$ cat src/rtl/regfile_dump_reader.sv
// Read-side sequencer that sweeps a register-file window through R1/R2 and streams it out.
// Optional trailing XOR checksum beat when REGDUMP_CHECKSUM_EN is defined.
module regfile_dump_reader #(
    parameter int DATA_W   = 32,
    parameter int ADDR_W   = 6,
    parameter int NUM_REGS = 32
) (
    input  logic              clk,
    input  logic              rst_n,
    input  logic              start,
    input  logic [ADDR_W-1:0] base_addr,
    input  logic [ADDR_W-1:0] count,
    output logic [ADDR_W-1:0] rd_addr1,
    output logic [ADDR_W-1:0] rd_addr2,
    input  logic [DATA_W-1:0] rd_data1,
    input  logic [DATA_W-1:0] rd_data2,
    output logic [DATA_W-1:0] out_data,
    output logic              out_valid,
    input  logic              out_ready,
    output logic              out_last,
    output logic              busy,
    output logic              done
);

    localparam logic [2:0] S_IDLE   = 3'd0;
    localparam logic [2:0] S_FETCH  = 3'd1;
    localparam logic [2:0] S_SEND_A = 3'd2;
    localparam logic [2:0] S_SEND_B = 3'd3;
    localparam logic [2:0] S_FIN    = 3'd4;
`ifdef REGDUMP_CHECKSUM_EN
    localparam logic [2:0] S_SEND_C = 3'd5;
    localparam logic [2:0] S_AFTER  = S_SEND_C;
`else
    localparam logic [2:0] S_AFTER  = S_FIN;
`endif

    localparam logic [ADDR_W:0] NREGS = (ADDR_W+1)'(NUM_REGS);
    localparam logic [ADDR_W:0] ONE   = (ADDR_W+1)'(1);

    function automatic logic [ADDR_W-1:0] wrap_addr(input logic [ADDR_W:0] a);
        logic [ADDR_W:0] r;
        r = a % NREGS;
        return r[ADDR_W-1:0];
    endfunction

    function automatic logic [ADDR_W:0] clamp_count(input logic [ADDR_W-1:0] c);
        return ({1'b0, c} > NREGS) ? NREGS : {1'b0, c};
    endfunction

    logic [2:0]        state;
    logic [ADDR_W-1:0] ptr;
    logic [ADDR_W-1:0] start_ptr;
    logic [ADDR_W-1:0] next_ptr;
    logic [ADDR_W:0]   rem;
    logic [ADDR_W:0]   start_rem;
    logic [DATA_W-1:0] bufa;
    logic [DATA_W-1:0] bufb;
    logic              accept;

    assign start_ptr = wrap_addr({1'b0, base_addr});
    assign start_rem = clamp_count(count);
    assign next_ptr  = wrap_addr({1'b0, ptr} + (ADDR_W+1)'(2));
    assign accept    = out_valid && out_ready;

    always_ff @(posedge clk or negedge rst_n) begin
        if (!rst_n) begin
            state    <= S_IDLE;
            ptr      <= '0;
            rem      <= '0;
            bufa     <= '0;
            bufb     <= '0;
            rd_addr1 <= '0;
            rd_addr2 <= '0;
        end else begin
            case (state)
                S_IDLE: begin
                    if (start) begin
                        ptr <= start_ptr;
                        rem <= start_rem;
                        if (start_rem == '0) begin
                            state <= S_AFTER;
                        end else begin
                            rd_addr1 <= start_ptr;
                            rd_addr2 <= wrap_addr({1'b0, start_ptr} + ONE);
                            state    <= S_FETCH;
                        end
                    end
                end
                S_FETCH: begin
                    bufa  <= rd_data1;
                    bufb  <= rd_data2;
                    state <= S_SEND_A;
                end
                S_SEND_A: begin
                    if (accept) begin
                        rem   <= rem - ONE;
                        state <= (rem == ONE) ? S_AFTER : S_SEND_B;
                    end
                end
                S_SEND_B: begin
                    if (accept) begin
                        rem <= rem - ONE;
                        if (rem == ONE) begin
                            state <= S_AFTER;
                        end else begin
                            // Advance the pair window; bufB of an odd tail is simply never sent.
                            ptr      <= next_ptr;
                            rd_addr1 <= next_ptr;
                            rd_addr2 <= wrap_addr({1'b0, next_ptr} + ONE);
                            state    <= S_FETCH;
                        end
                    end
                end
`ifdef REGDUMP_CHECKSUM_EN
                S_SEND_C: begin
                    if (accept) begin
                        state <= S_FIN;
                    end
                end
`endif
                S_FIN:   state <= S_IDLE;
                default: state <= S_IDLE;
            endcase
        end
    end

`ifdef REGDUMP_CHECKSUM_EN
    logic [DATA_W-1:0] csum;

    always_ff @(posedge clk or negedge rst_n) begin
        if (!rst_n) begin
            csum <= '0;
        end else if (state == S_IDLE && start) begin
            csum <= '0;
        end else if (accept && state == S_SEND_A) begin
            csum <= csum ^ bufa;
        end else if (accept && state == S_SEND_B) begin
            csum <= csum ^ bufb;
        end
    end

    assign out_valid = (state == S_SEND_A) || (state == S_SEND_B) || (state == S_SEND_C);
    assign out_last  = (state == S_SEND_C);
`else
    assign out_valid = (state == S_SEND_A) || (state == S_SEND_B);
    assign out_last  = ((state == S_SEND_A) || (state == S_SEND_B)) && (rem == ONE);
`endif

    // Data is muxed straight from the buffers, so it stays stable while stalled.
    always_comb begin
        out_data = '0;
        case (state)
            S_SEND_A: out_data = bufa;
            S_SEND_B: out_data = bufb;
`ifdef REGDUMP_CHECKSUM_EN
            S_SEND_C: out_data = csum;
`endif
            default:  out_data = '0;
        endcase
    end

    assign busy = (state != S_IDLE) && (state != S_FIN);
    assign done = (state == S_FIN);

endmodule
$ cat config.mk
export PLATFORM = sky130hd
export DESIGN_NAME = regfile_dump_reader
export DESIGN_NICKNAME = d
export VERILOG_FILES = /design/src/rtl/regfile_dump_reader.sv
export SDC_FILE = /design/constraint.sdc
export NUM_CORES = 1
export LEC_CHECK = 0
export ABC_AREA = 0
export BUFFER_PORTS_ARGS = -buffer_cell sky130_fd_sc_hd__buf_2
export CORE_UTILIZATION = 56
export DETAILED_ROUTE_END_ITERATION = 6
export GPL_TIMING_DRIVEN = 0
export PLACE_DENSITY = 0.83
export SLEW_MARGIN = 20
export SYNTH_ARGS = -nofsm -noshare
export SYNTH_HDL_FRONTEND = slang
export SYNTH_SLANG_ARGS = --single-unit
$ cat constraint.sdc
create_clock -name clk -period 5.7 [get_ports clk]
set_input_delay 0.285 -clock clk [delete_from_list [all_inputs] [get_ports clk]]
set_output_delay 0.285 -clock clk [all_outputs]
set_load 0.02 [all_outputs]
Word-level counts from Yosys, hierarchy flattened
Index checks and enable logic that the tools add are counted.
{"block": "totals", "regBits": 91, "output_inout_bits": 48}
{"block": "classes", "addsub": 4, "n_lt_le_gt_ge": 1, "eq_ne": 12, "n_mux": 24, "reduce_logical": 14}
{"cell": "$pmux W32 S2", "count": 1}
{"cell": "$mux W6", "count": 9}
{"cell": "$pmux W6 S2", "count": 2}
{"cell": "$mux W3", "count": 6}
{"cell": "$mux W7", "count": 2}
{"cell": "$pmux W7 S2", "count": 1}
{"cell": "$pmux W3 S4", "count": 1}
{"cell": "$add A5 B1 Y5 const B", "count": 2}
{"cell": "$ne A2 B2 Y1 const B", "count": 5}
{"cell": "$pmux W5 S2", "count": 1}
{"cell": "$eq A7 B1 Y1 const B", "count": 1}
{"cell": "$logic_not A7 Y1", "count": 1}
{"cell": "$sub A7 B1 Y7 const B", "count": 1}
{"cell": "$eq A3 B2 Y1 const B", "count": 2}
{"cell": "$gt A6 B6 Y1 const B", "count": 1}
{"cell": "$reduce_and A3 Y1", "count": 2}
{"cell": "$add A5 B2 Y5 const B", "count": 1}
{"cell": "$mux W5", "count": 1}
{"cell": "$reduce_and A5 Y1", "count": 1}
{"cell": "$reduce_and A4 Y1", "count": 1}
{"cell": "$reduce_bool A2 Y1", "count": 2}
{"cell": "$eq A3 B1 Y1 const B", "count": 1}
{"cell": "$eq A3 B3 Y1 const B", "count": 1}
{"cell": "$logic_and A1 B1 Y1", "count": 3}
{"cell": "other kinds (6)", "count": 6}

Depth between registers and ports, before layout
Gate-level depths: netlist of run 1.
{"block": "logic_depth", "ltp_word": 6, "ltp_mapped": 9, "depth_no_buf": 8}

Worst setup path before layout of run 1
Ideal clock, no wire load.
{"block": "synth_timing", "kind": "reg2reg", "startpoint": "reg state[2]", "endpoint": "reg rd_addr2[4]", "setup_time_ns": 0.130, "arrival_time_ns": 1.898, "required_ns": 5.570, "slack_ns": 3.672, "path_stages_with_launch": 9, "n_path_buf": 1, "path_cell_list": "dfrtp_1 > buf_2 > nand3b_2 > mux2_2 > ha_1 > and4_1 > a31oi_1 > xnor2_1 > o21ai_1"}
{"block": "synth_via", "elab_chain_cells": 5, "word_cells_on_any_way": 12, "classes_between": "eq/ne (6); mux (1); reduce/logical (5)"}
{"element": "from (decl)", "line": "50", "rtl": "logic [2:0] state;"}
{"element": "from (signal assigned)", "line": "97", "rtl": "state <= (rem == ONE) ? S_AFTER : S_SEND_B;"}
{"element": "$eq A3 B2 Y1 (on tied branches)", "line": "145, 75"}
{"element": "$logic_or A1 B1 Y1", "line": "145", "rtl": "assign out_valid = (state == S_SEND_A) || (state == S_SEND_B);"}
{"element": "$logic_and A1 B1 Y1", "line": "63", "rtl": "assign accept = out_valid && out_ready;"}
{"element": "$ne A2 B2 Y1 (no source line)"}
{"element": "$reduce_and A5 Y1 (no source line)"}
{"element": "to (signal assigned)", "line": "84", "rtl": "rd_addr2 <= wrap_addr({1'b0, start_ptr} + ONE);"}
{"element": "to (signal assigned)", "line": "109", "rtl": "rd_addr2 <= wrap_addr({1'b0, next_ptr} + ONE);"}
{"element": "to (decl)", "line": "14", "rtl": "output logic [ADDR_W-1:0] rd_addr2,"}
Parallel ways exist; a longest one is shown, timed or not.
A chain may end at the register's enable or synchronous reset.

Final worst setup path of run 1
{"block": "layout_timing", "startpoint": "reg state[2]", "endpoint": "out out_data[10]"}
{"block": "layout_via", "elab_chain_cells": 2, "word_cells_on_any_way": 3, "classes_between": "eq/ne (2); mux (1)"}
{"element": "$eq A3 B2 Y1", "line": "152", "rtl": "case (state)"}
{"element": "$pmux W32 S2 (*)", "line": "152"}
{"element": "to (decl)", "line": "17", "rtl": "output logic [DATA_W-1:0] out_data,"}
Every way passes the cells marked *; elsewhere a longest branch is shown, timed or not.

==> summary.txt, run 1 <==
Outcome
  – Outcome: finished, final reports clean

Timing
  – Fin. Hold Viols: 0
  – Max-slew violations: 0
  – Crit share post-route: 0.444
  – Clock skew: 0.00741 ns
  – Fmax: 0.395 GHz
  – Fin Hold WS: 0.163 ns
  – TNS Setup: 0 ns
  – Crit path time final: 2.53 ns
  – Final worst slack: 3.17 ns
  – Worst-margin pin slew: 0.551 ns
  – Worst rel slew slack: 0.632
  – Setup-failing EPs final: 0
  – RSZ-0062 raised after global routing: no

Clock tree
  – Num Clock Sinks: 89
  – Max Root-Sink Buffers: 2
  – CTS tree: done
  – Clk_lat worst skew: 0.34 ns
  – Post-CTS Setup Repair Bufs: 0
  – Root buf cell: clkbuf_8
  – H-tree Lvls: 3
  – Total CTS buffers: 9
  – Clock transition at path regs: 0.08 ns

Worst setup path
  – Worst setup path class: reg -> out
  – Data required, critical path: 5.41 ns
  – Worst setup SP type: register
  – Critical Path Max Stage Delay: 0.47 ns
  – R2R cell count: 8
  – Largest delay contributor family on the critical path: buffers and inverters
  – Worst path arrival time: 2.25 ns
  – CP max stage cell: buf_1
  – Worst-path cell chain: buf_2 -> nand2b_1 -> buf_2 -> buf_2 -> buf_1 -> nor2_1 -> buf_2
  – Levels on crit path: 7
  – Peak fanout along the critical path: 10
  – Critical path capture point type: output port
  – WP buf/inv: 5
  – Crit-path most repeated cell: buf_2

Logic synthesis
  – Post-synthesis sequential area ratio: 0.521
  – Post-synth top area share: 0.521
  – Synth async-reset ratio: 1.00
  – Count of flip-flops with a built-in enable after synthesis: 0
  – Register bit count reported by yosys: 89
  – Synth top area cells: dfrtp_1 52%, mux2_2 18%, mux2i_1 8.0%
  – Warning count from the yosys run: 0
  – Cell taking the most area after synthesis: dfrtp_1
  – Synth cell types: 43
  – Synthesized netlist cell count: 361
  – Cell area after synthesis: 0.00427 mm²
  – Mean post-synth cell area: 11.8 µm²
  – Post-synth top flop: dfrtp_1

Power and ir drop
  – Comb pwr share: 0.523
  – Leakage power total: 0.00256 µW
  – NetSw: 1340 µW
  – Internal: 1940 µW
  – Pwr Density: 625 mW/mm²
  – Clock power share: 0.131
  – Register share of total power: 0.346
  – Sw Share: 0.409
  – VDD IR max: 351 µV

Layout
  – N_diodes: 0
  – Area Overhead vs Synth: 23.0%
  – Final net count: 583
  – Design Area, Final: 0.00526 mm²
  – Share of cells above drive strength 1: 0.465

Die
  – Die X: 89.3 µm
  – Die Y: 89.3 µm
  – Row count: 31
  – Initial core utilization: 0.583
  – Die Footprint: 0.00798 mm²
  – Io pins: 128
  – Core Footprint: 0.00733 mm²

Drt
  – Routed WL: 9490 µm
  – DR vias: 3191
  – ANT nets after route: 0
  – Drt pass-1 iters: 4
  – Via-to-Cell Ratio: 5.30
  – DRC viols: 0
  – Starting DRT DRC Count: 110
  – Routed len/inst: 15.8 µm

Global route
  – GRT busiest layer: met2
  – First-pass GRT wire length: 14800 µm
  – Grt ovf: 0
  – Number of global-route vias before repair: 3206
  – Met3 usage: 0.0683
  – GRT met2 Usage: 0.429
  – Met1 GRT Util: 0.308
  – Largest net degree at the start of global routing: 53
  – Initial antenna violation count: 0
  – Total GRT Usage: 0.250

Placed design
  – Port Buf Inserts: 124
  – Area post-placement: 0.00505 mm²
  – Dpl ws: 3.50 ns
  – HPWL Detailed: 7090 µm
  – Gpl congestion: 0.869

Hold path
  – Hold depth: 2
  – Hold Path Class: in -> reg

Job
  – Max Cap Viol: 0
## layout by cell type (no fill, tap or decap), types with 5 or more instances in the layout
cell type	n
mux2i_1	34
mux2_2	69
nor2_1	45
nor3_1	5
buf_2	137
a31oi_1	6
dfrtp_1	89
clkbuf_8	11
nand2_1	13
a21oi_1	10
inv_1	8
o21ai_0	16
## kinds of logic after synthesis
group / synth area share
adders and majority gates: 0.0117
AOI/OAI and AO/OA: 0.0715
buffers and inverters: 0.0349
DFF: 0.521
and+or+nand+nor: 0.0879
xor gates and xnor gates: 0.0103
muxes: 0.262
other: 0.000878
## state kept, by name (all words and copies together), names as in the netlist
register	flops
bufa	32
bufb	32
ptr	5
rd_addr1	5
rd_addr2	5
rem	7
state	3
## Yosys cell counts, drive strengths merged (2+ instances only)
cell and instances:
and3 2, a31oi 6, o21ai 23, mux2 69, a21oi 10, nand3b 2
a21o 2, nor3b 2, nand2b 2, nor3 6, inv 8, nand3 2
dfrtp 89, a311oi 2, nand2 13, buf 21, mux2i 34, ha 4
nor2 47, xnor2 4
## worst register-to-register path: cells and delay by family (launching register included)
kind	cells	cell delay (ns)
AOI/OAI and AO/OA	2	0.24
xor gates and xnor gates	1	0.14
adders and majority gates	1	0.25
buffers and inverters	1	0.17
DFF	1	0.37
muxes	1	0.38
and+or+nand+nor	2	0.54
## through the flow
stage          total power (µW)  cells  utilization
3_5_place_dp               2870    586        0.689
4_1_cts                    3310    602        0.717
6_report                   3280    602        0.717
2_1_floorplan              2380    362            -
5_1_grt                    3520    602        0.717
3_3_place_gp               2790    585        0.685
## final cells by class
cell class	count	area [µm²]
Inverter	8	30.0
Clock buffer	12	155
Fill cell	540	2080
Clock inverter	3	40.0
Tap cell	99	124
Sequential cell	89	2230
Buffer	22	119
Timing Repair Buffer	126	661
Multi-Input combinational cell	243	1900
## metal layers
metal,wire (µm),vias up
met5,0,-
met4,117,0
met3,633,10
met2,4660,106
met1,4070,1534
li1,-,1541
## power groups by stage
stage | sequential, µW | clock [µW] | combinational [µW]
2_1_floorplan | 1140 | 0 | 1240
3_3_place_gp | 1120 | 0 | 1660
3_5_place_dp | 1150 | 0 | 1720
4_1_cts | 1140 | 441 | 1730
5_1_grt | 1180 | 465 | 1880
6_report | 1140 | 431 | 1720
## worst paths after layout
path                                 to    startpoint  slack, ns
setup / recovery           out_data[10]      state[2]       3.17
hold / removal                 bufa[20]  rd_data1[20]       0.16
setup reg to reg            rd_addr2[4]      state[2]       3.49
hold reg to reg             rd_addr1[3]   rd_addr1[3]       0.48
max in group asynchronous      bufb[30]         rst_n       4.64
min in group asynchronous        rem[6]         rst_n       0.46
## timing repair
item	CTS	global route
resized for setup	0	0
endpoints found under the hold margin	37	0
hold buffers	1	0
Note: power is estimated with default switching activity, not from simulation.
==> inputs of run 2 (changes only) <==
--- a/config.mk
+++ b/config.mk
@@ -7,10 +7,10 @@
 export LEC_CHECK = 0
 export ABC_AREA = 0
 export BUFFER_PORTS_ARGS = -buffer_cell sky130_fd_sc_hd__buf_2
-export CORE_UTILIZATION = 56
+export CORE_UTILIZATION = 47
 export DETAILED_ROUTE_END_ITERATION = 6
 export GPL_TIMING_DRIVEN = 0
-export PLACE_DENSITY = 0.83
+export PLACE_DENSITY = 0.74
 export SLEW_MARGIN = 20
 export SYNTH_ARGS = -nofsm -noshare
 export SYNTH_HDL_FRONTEND = slang
==> constraint.sdc (replaced) <==
create_clock -name clk -period 2.05 [get_ports clk]
set_input_delay 0.1025 -clock clk [delete_from_list [all_inputs] [get_ports clk]]
set_output_delay 0.1025 -clock clk [all_outputs]
set_load 0.02 [all_outputs]
==> run 2 against run 1 <==
Compared with the run above:
- largest power group unchanged
- sequential power grew to 2.8 times the previous value
- clock skew grew 0.00096 ns
- die area grew 19%
- combinational power grew to 3.0 times the previous value
==> summary.txt, run 2 (synthesis results as in run 1) <==
Placed design
  – Gpl congestion: 0.825
  – Port Buf Inserts: 124
  – Area post-placement: 0.00506 mm²
  – HPWL Detailed: 6950 µm
  – Dpl ws: -0.144 ns

Drt
  – Starting DRT DRC Count: 83
  – Drt pass-1 iters: 4
  – Via-to-Cell Ratio: 5.14
  – ANT nets after route: 0
  – DR vias: 3492
  – Routed len/inst: 16.1 µm
  – Routed WL: 11000 µm
  – DRC viols: 0

Hold path
  – Hold Path Class: in -> reg

Die
  – Io pins: 128
  – Row count: 34
  – Die Footprint: 0.00947 mm²
  – Core Footprint: 0.00876 mm²
  – Die Y: 97.3 µm
  – Die X: 97.3 µm
  – Initial core utilization: 0.487

Timing
  – Clock skew: 0.00837 ns
  – Setup-failing EPs final: 0
  – TNS Setup: 0 ns
  – Crit path time final: 1.97 ns
  – Crit share post-route: 0.962
  – Final worst slack: 0.0785 ns
  – RSZ-0062 raised after global routing: yes
  – Max-slew violations: 0
  – Fin. Hold Viols: 0
  – Fmax: 0.507 GHz

Worst setup path
  – Worst path arrival time: 1.87 ns
  – WP buf/inv: 4
  – Worst setup SP type: register
  – Worst setup path class: reg -> out
  – Data required, critical path: 1.95 ns
  – Critical path capture point type: output port
  – Critical Path Max Stage Delay: 0.36 ns
  – Peak fanout along the critical path: 10
  – Largest delay contributor family on the critical path: buffers and inverters
  – Worst-path cell chain: buf_6 -> buf_2 -> clkbuf_4 -> mux2i_1 -> nor2_2 -> buf_4
  – CP max stage cell: dfrtp_1

Clock tree
  – Clock transition at path regs: 0.09 ns
  – Root buf cell: clkbuf_8
  – Max Root-Sink Buffers: 2
  – Total CTS buffers: 9
  – Num Clock Sinks: 89
  – H-tree Lvls: 3
  – CTS tree: done
  – Clk_lat worst skew: 0.35 ns

Layout
  – Design Area, Final: 0.00603 mm²
  – Area Overhead vs Synth: 41.2%
  – Share of cells above drive strength 1: 0.429
  – Most frequent cells in the layout: 114 x buf_2, 89 x dfrtp_1, 69 x mux2_2
  – Final net count: 650
  – Biggest regs: bufa x32, bufb x32, rem x7
  – Most common cell after layout, fill and taps aside: buf_2
  – N_diodes: 0
  – Filler Cells Inserted: 653
  – Area of the multi-input gates: 0.00192 mm²
  – Register area: 0.00223 mm²

Power and ir drop
  – Internal: 5660 µW
  – Leakage power total: 0.00286 µW
  – Register share of total power: 0.331
  – Clock power share: 0.127
  – Comb pwr share: 0.542
  – VDD IR max: 849 µV
  – Pwr Density: 1590 mW/mm²
  – NetSw: 3910 µW
  – Sw Share: 0.409

Outcome
  – Outcome: finished, final reports clean

Global route
  – Largest net degree at the start of global routing: 60
  – First-pass GRT wire length: 18200 µm
  – Total GRT Usage: 0.243
  – Number of global-route vias before repair: 3737
  – Initial antenna violation count: 0
  – Grt ovf: 0

Job
  – Max Cap Viol: 0
==> run 2: changes by cell type in the layout (fill, tap and decap cells not counted), moves of 2 or more <==
cell           previous run  this run
dlygate4sd3_1             1        66
buf_4                     4        28
buf_2                   137       114
nor2_1                   45        40
nor2_2                    1         6
buf_1                     3         0
buf_6                     1         4
clkbuf_8                 11         9
clkinvlp_4                0         2
==> run 2: routing by layer <==
layer  vias up  wire length (µm)  GRT usage
met4         0               184     0.0667
met1      1682              4590      0.298
met3        19               674     0.0647
met2       114              5510      0.424
li1       1677                 -          -
met5         -                 0          0
==> run 2: cell type report <==
cell class	count	share of cell area
Clock buffer	10	0.0212
Buffer	22	0.0255
Multi-Input combinational cell	243	0.318
Timing Repair Buffer	193	0.227
Inverter	8	0.00498
Sequential cell	89	0.369
Tap cell	108	0.0224
Clock inverter	6	0.0112
==> run 2: worst paths after layout <==
| check | startpoint | end | slack, ns | cells after the start |
|---|---|---|---|---|
| worst max-delay path | state[0] | out_data[10] | 0.08 | 6 |
| worst min-delay path | rd_data2[10] | bufb[10] | 0.03 | 2 |
| worst max register to register | state[2] | rd_addr2[4] | 0.11 | 8 |
| worst min register to register | rd_addr1[4] | rd_addr1[4] | 0.48 | 2 |
| max in group asynchronous | rst_n | bufb[7] | 1.17 | 3 |
| min in group asynchronous | rst_n | rem[4] | 0.23 | 2 |
==> run 2: per-stage QoR <==
stage          instances  utilization  total power (µW)  hold slack, ns
2_1_floorplan        362            -              6620          -0.193
3_3_place_gp         594        0.574              7810           0.335
3_5_place_dp         595        0.578              7970          0.0767
4_1_cts              679        0.679              9350          0.0124
5_1_grt              679        0.688             10200         0.00377
6_report             679        0.688              9570          0.0319
==> run 2: power by group through the flow <==
stage	Clock (µW)	Combinational, µW	Sequential, µW
2_1_floorplan	0	3440	3170
3_3_place_gp	0	4670	3140
3_5_place_dp	0	4780	3190
4_1_cts	1230	4960	3160
5_1_grt	1310	5640	3300
6_report	1210	5180	3170
==> run 2: worst reg2reg max path, delay by kind of cell, from the launching register on <==
kind | cells | cell delay [ns]
xor+xnor | 1 | 0.14
compound gates | 2 | 0.24
flops | 1 | 0.33
buf+inv | 1 | 0.16
simple gates | 2 | 0.35
fa+ha+maj | 1 | 0.25
mux | 1 | 0.37
==> run 2: timing repair <==
item                       CTS  global route
hold endpoints to repair    95             0
hold buffers                66             0
gates resized for setup      8            35
setup endpoints to repair   31            31
buffers inserted             2             0
pin swaps                    0             0
==> inputs of run 3 (changes only) <==
--- a/config.mk
+++ b/config.mk
@@ -8,6 +8,8 @@
 export ABC_AREA = 0
 export BUFFER_PORTS_ARGS = -buffer_cell sky130_fd_sc_hd__buf_2
 export CORE_UTILIZATION = 47
+export CTS_BUF_LIST = sky130_fd_sc_hd__clkbuf_16
+export CTS_CLUSTER_SIZE = 8
 export DETAILED_ROUTE_END_ITERATION = 6
 export GPL_TIMING_DRIVEN = 0
 export PLACE_DENSITY = 0.74
==> run 3 against run 2 <==
Compared with the run above:
- die area is the same
- maximum frequency grew 0.32%
- power grew 2.5%
- critical path depth is the same
- non-clock buffer count shrank 22
- global-route usage shrank 1.1 points
- register-to-register slack is essentially flat
- design area shrank 2.7%
- sequential power is essentially flat
- worst hold slack lost 0.026 ns
- critical path type unchanged
- highest routed layer unchanged
==> summary.txt, run 3 (synthesis results as in run 1) <==
Worst setup path
  – Critical path capture point type: output port
  – CP endpoint: out_data[30]
  – Worst setup SP type: register
  – Peak fanout along the critical path: 10
  – FF-to-FF setup slack: 0.11 ns
  – CP max stage cell: dfrtp_1
  – Worst-path cell chain: buf_6 -> buf_2 -> clkbuf_4 -> mux2i_1 -> nor2_1 -> buf_4
  – CP Launch Point: state[0]
  – Data required, critical path: 1.95 ns
  – R2R cell count: 8
  – Worst setup path class: reg -> out
  – Worst path arrival time: 1.86 ns
  – Crit Reg-Reg Startpoint: state[2]
  – Critical Path Max Stage Delay: 0.35 ns
  – Reg-to-reg endpoint: rd_addr2[4]

Die
  – Row count: 34
  – Core Footprint: 0.00876 mm²
  – Die Y: 97.3 µm
  – Die X: 97.3 µm
  – Io pins: 128
  – Die Footprint: 0.00947 mm²
  – Initial core utilization: 0.487

Timing
  – Max-slew violations: 0
  – Fmax: 0.509 GHz
  – Crit share post-route: 0.959
  – Crit path time final: 1.97 ns
  – Clock skew: 0.00799 ns
  – Fin. Hold Viols: 0
  – Final worst slack: 0.0848 ns
  – Setup-failing EPs final: 0

Power and ir drop
  – VDD IR max: 859 µV
  – Total chip power: 9800 µW
  – NetSw: 3910 µW
  – Leakage power total: 0.00281 µW
  – Clock power share: 0.168
  – Pwr Density: 1670 mW/mm²
  – Sw Share: 0.399
  – Comb pwr share: 0.508
  – Internal: 5890 µW
  – Register share of total power: 0.324

Hold path
  – Hold depth: 2
  – Hold Path Class: in -> reg

Layout
  – Share of cells above drive strength 1: 0.437
  – Post-layout util: 0.670
  – Most frequent cells in the layout: 125 x buf_2, 89 x dfrtp_1, 69 x mux2_2
  – Most common cell after layout, fill and taps aside: buf_2
  – Finished Layout Cells: 657
  – Final net count: 628
  – Area Overhead vs Synth: 37.4%
  – Biggest regs: bufa x32, bufb x32, rem x7
  – Filler Cells Inserted: 692
  – N_diodes: 0

Clock tree
  – Max Root-Sink Buffers: 2
  – Root buf cell: clkbuf_16
  – Clock transition at path regs: 0.06 ns
  – Clk_lat worst skew: 0.33 ns
  – CTS tree: done
  – H-tree Lvls: 3
  – Num Clock Sinks: 89
  – Total CTS buffers: 9

Placed design
  – HPWL Detailed: 6950 µm
  – Port Buf Inserts: 124
  – Placed Instances: 595
  – Dpl ws: -0.144 ns
  – Gpl congestion: 0.825

Global route
  – Number of global-route vias before repair: 3606
  – Largest net degree at the start of global routing: 60
  – Initial antenna violation count: 0
  – Total GRT Usage: 0.232
  – Grt ovf: 0
  – First-pass GRT wire length: 17400 µm

Drt
  – Drt pass-1 iters: 4
  – Routed len/inst: 16.1 µm
  – DR vias: 3389
  – Via-to-Cell Ratio: 5.16
  – Starting DRT DRC Count: 95
  – Routed WL: 10600 µm
  – ANT nets after route: 0
  – DRC viols: 0

Outcome
  – Outcome: finished, final reports clean

Job
  – Max Cap Viol: 0
==> run 3: changes by cell type in the layout (fill, tap and decap cells not counted), moves of 4 or more <==
cell | previous run | this run
dlygate4sd3_1 | 66 | 45
buf_2 | 114 | 125
buf_4 | 28 | 17
clkbuf_16 | 0 | 9
clkbuf_8 | 9 | 0
nor2_1 | 40 | 44
nor2_2 | 6 | 2
==> run 3: timing repair <==
item | CTS | global route
hold buffers | 43 | 2
buffers inserted | 2 | 0
resized for setup | 8 | 13
endpoints found under the hold margin | 72 | 2
setup endpoints to repair | 31 | 31
==> run 3: metrics by stage <==
step,TNS (ns),hold slack (ns),area [µm²]
after global placement,-0.119,0.335,5030
after CTS,0,0.0000979,5830
after floorplan,0,-0.193,4280
after detailed placement,-0.144,0.0767,5060
final,0,0.00601,5870
after global routing,-0.0246,0.00266,5870
==> run 3: how the worst min path moves through the flow <==
stage                      start       end  slack (ns)
floorplan                  rst_n   bufa[0]       -0.19
global placement    rd_data2[24]  bufb[24]        0.33
detailed placement         rst_n    rem[2]        0.08
CTS                 rd_data1[26]  bufa[26]      0.0001
global route        rd_data2[13]  bufb[13]       0.003
finish              rd_data1[17]  bufa[17]       0.006
==> run 3: metal layers <==
metal / routed length [µm] / share of wire / GRT usage
met5: 0 / 0 / 0
met4: 126 / 0.012 / 0.0622
met3: 665 / 0.063 / 0.0619
met2: 5210 / 0.49 / 0.393
met1: 4560 / 0.43 / 0.294
==> run 3: final cells by class <==
cell class | instances | area [µm²] | area share
well taps | 108 | 135 | 0.0230
flip-flops and latches | 89 | 2230 | 0.380
clock inverters | 7 | 71.3 | 0.0122
clock buffers | 9 | 225 | 0.0384
inverters | 8 | 30.0 | 0.00512
repair buffers | 172 | 1130 | 0.193
plain buffers | 21 | 135 | 0.0230
multi-input cells | 243 | 1910 | 0.326
==> run 3: critical path: cells and delay by family (launching register included) <==
kind	cells	cell delay [ns]
DFF	1	0.35
buffers and inverters	4	0.84
and+or+nand+nor	1	0.07
muxes	1	0.26
==> run 3: power by group through the flow <==
stage | clock (µW) | sequential (µW) | combinational [µW]
2_1_floorplan | 0 | 3170 | 3440
5_1_grt | 1740 | 3300 | 5440
3_5_place_dp | 0 | 3190 | 4780
6_report | 1640 | 3180 | 4980
3_3_place_gp | 0 | 3140 | 4670
4_1_cts | 1660 | 3170 | 4940
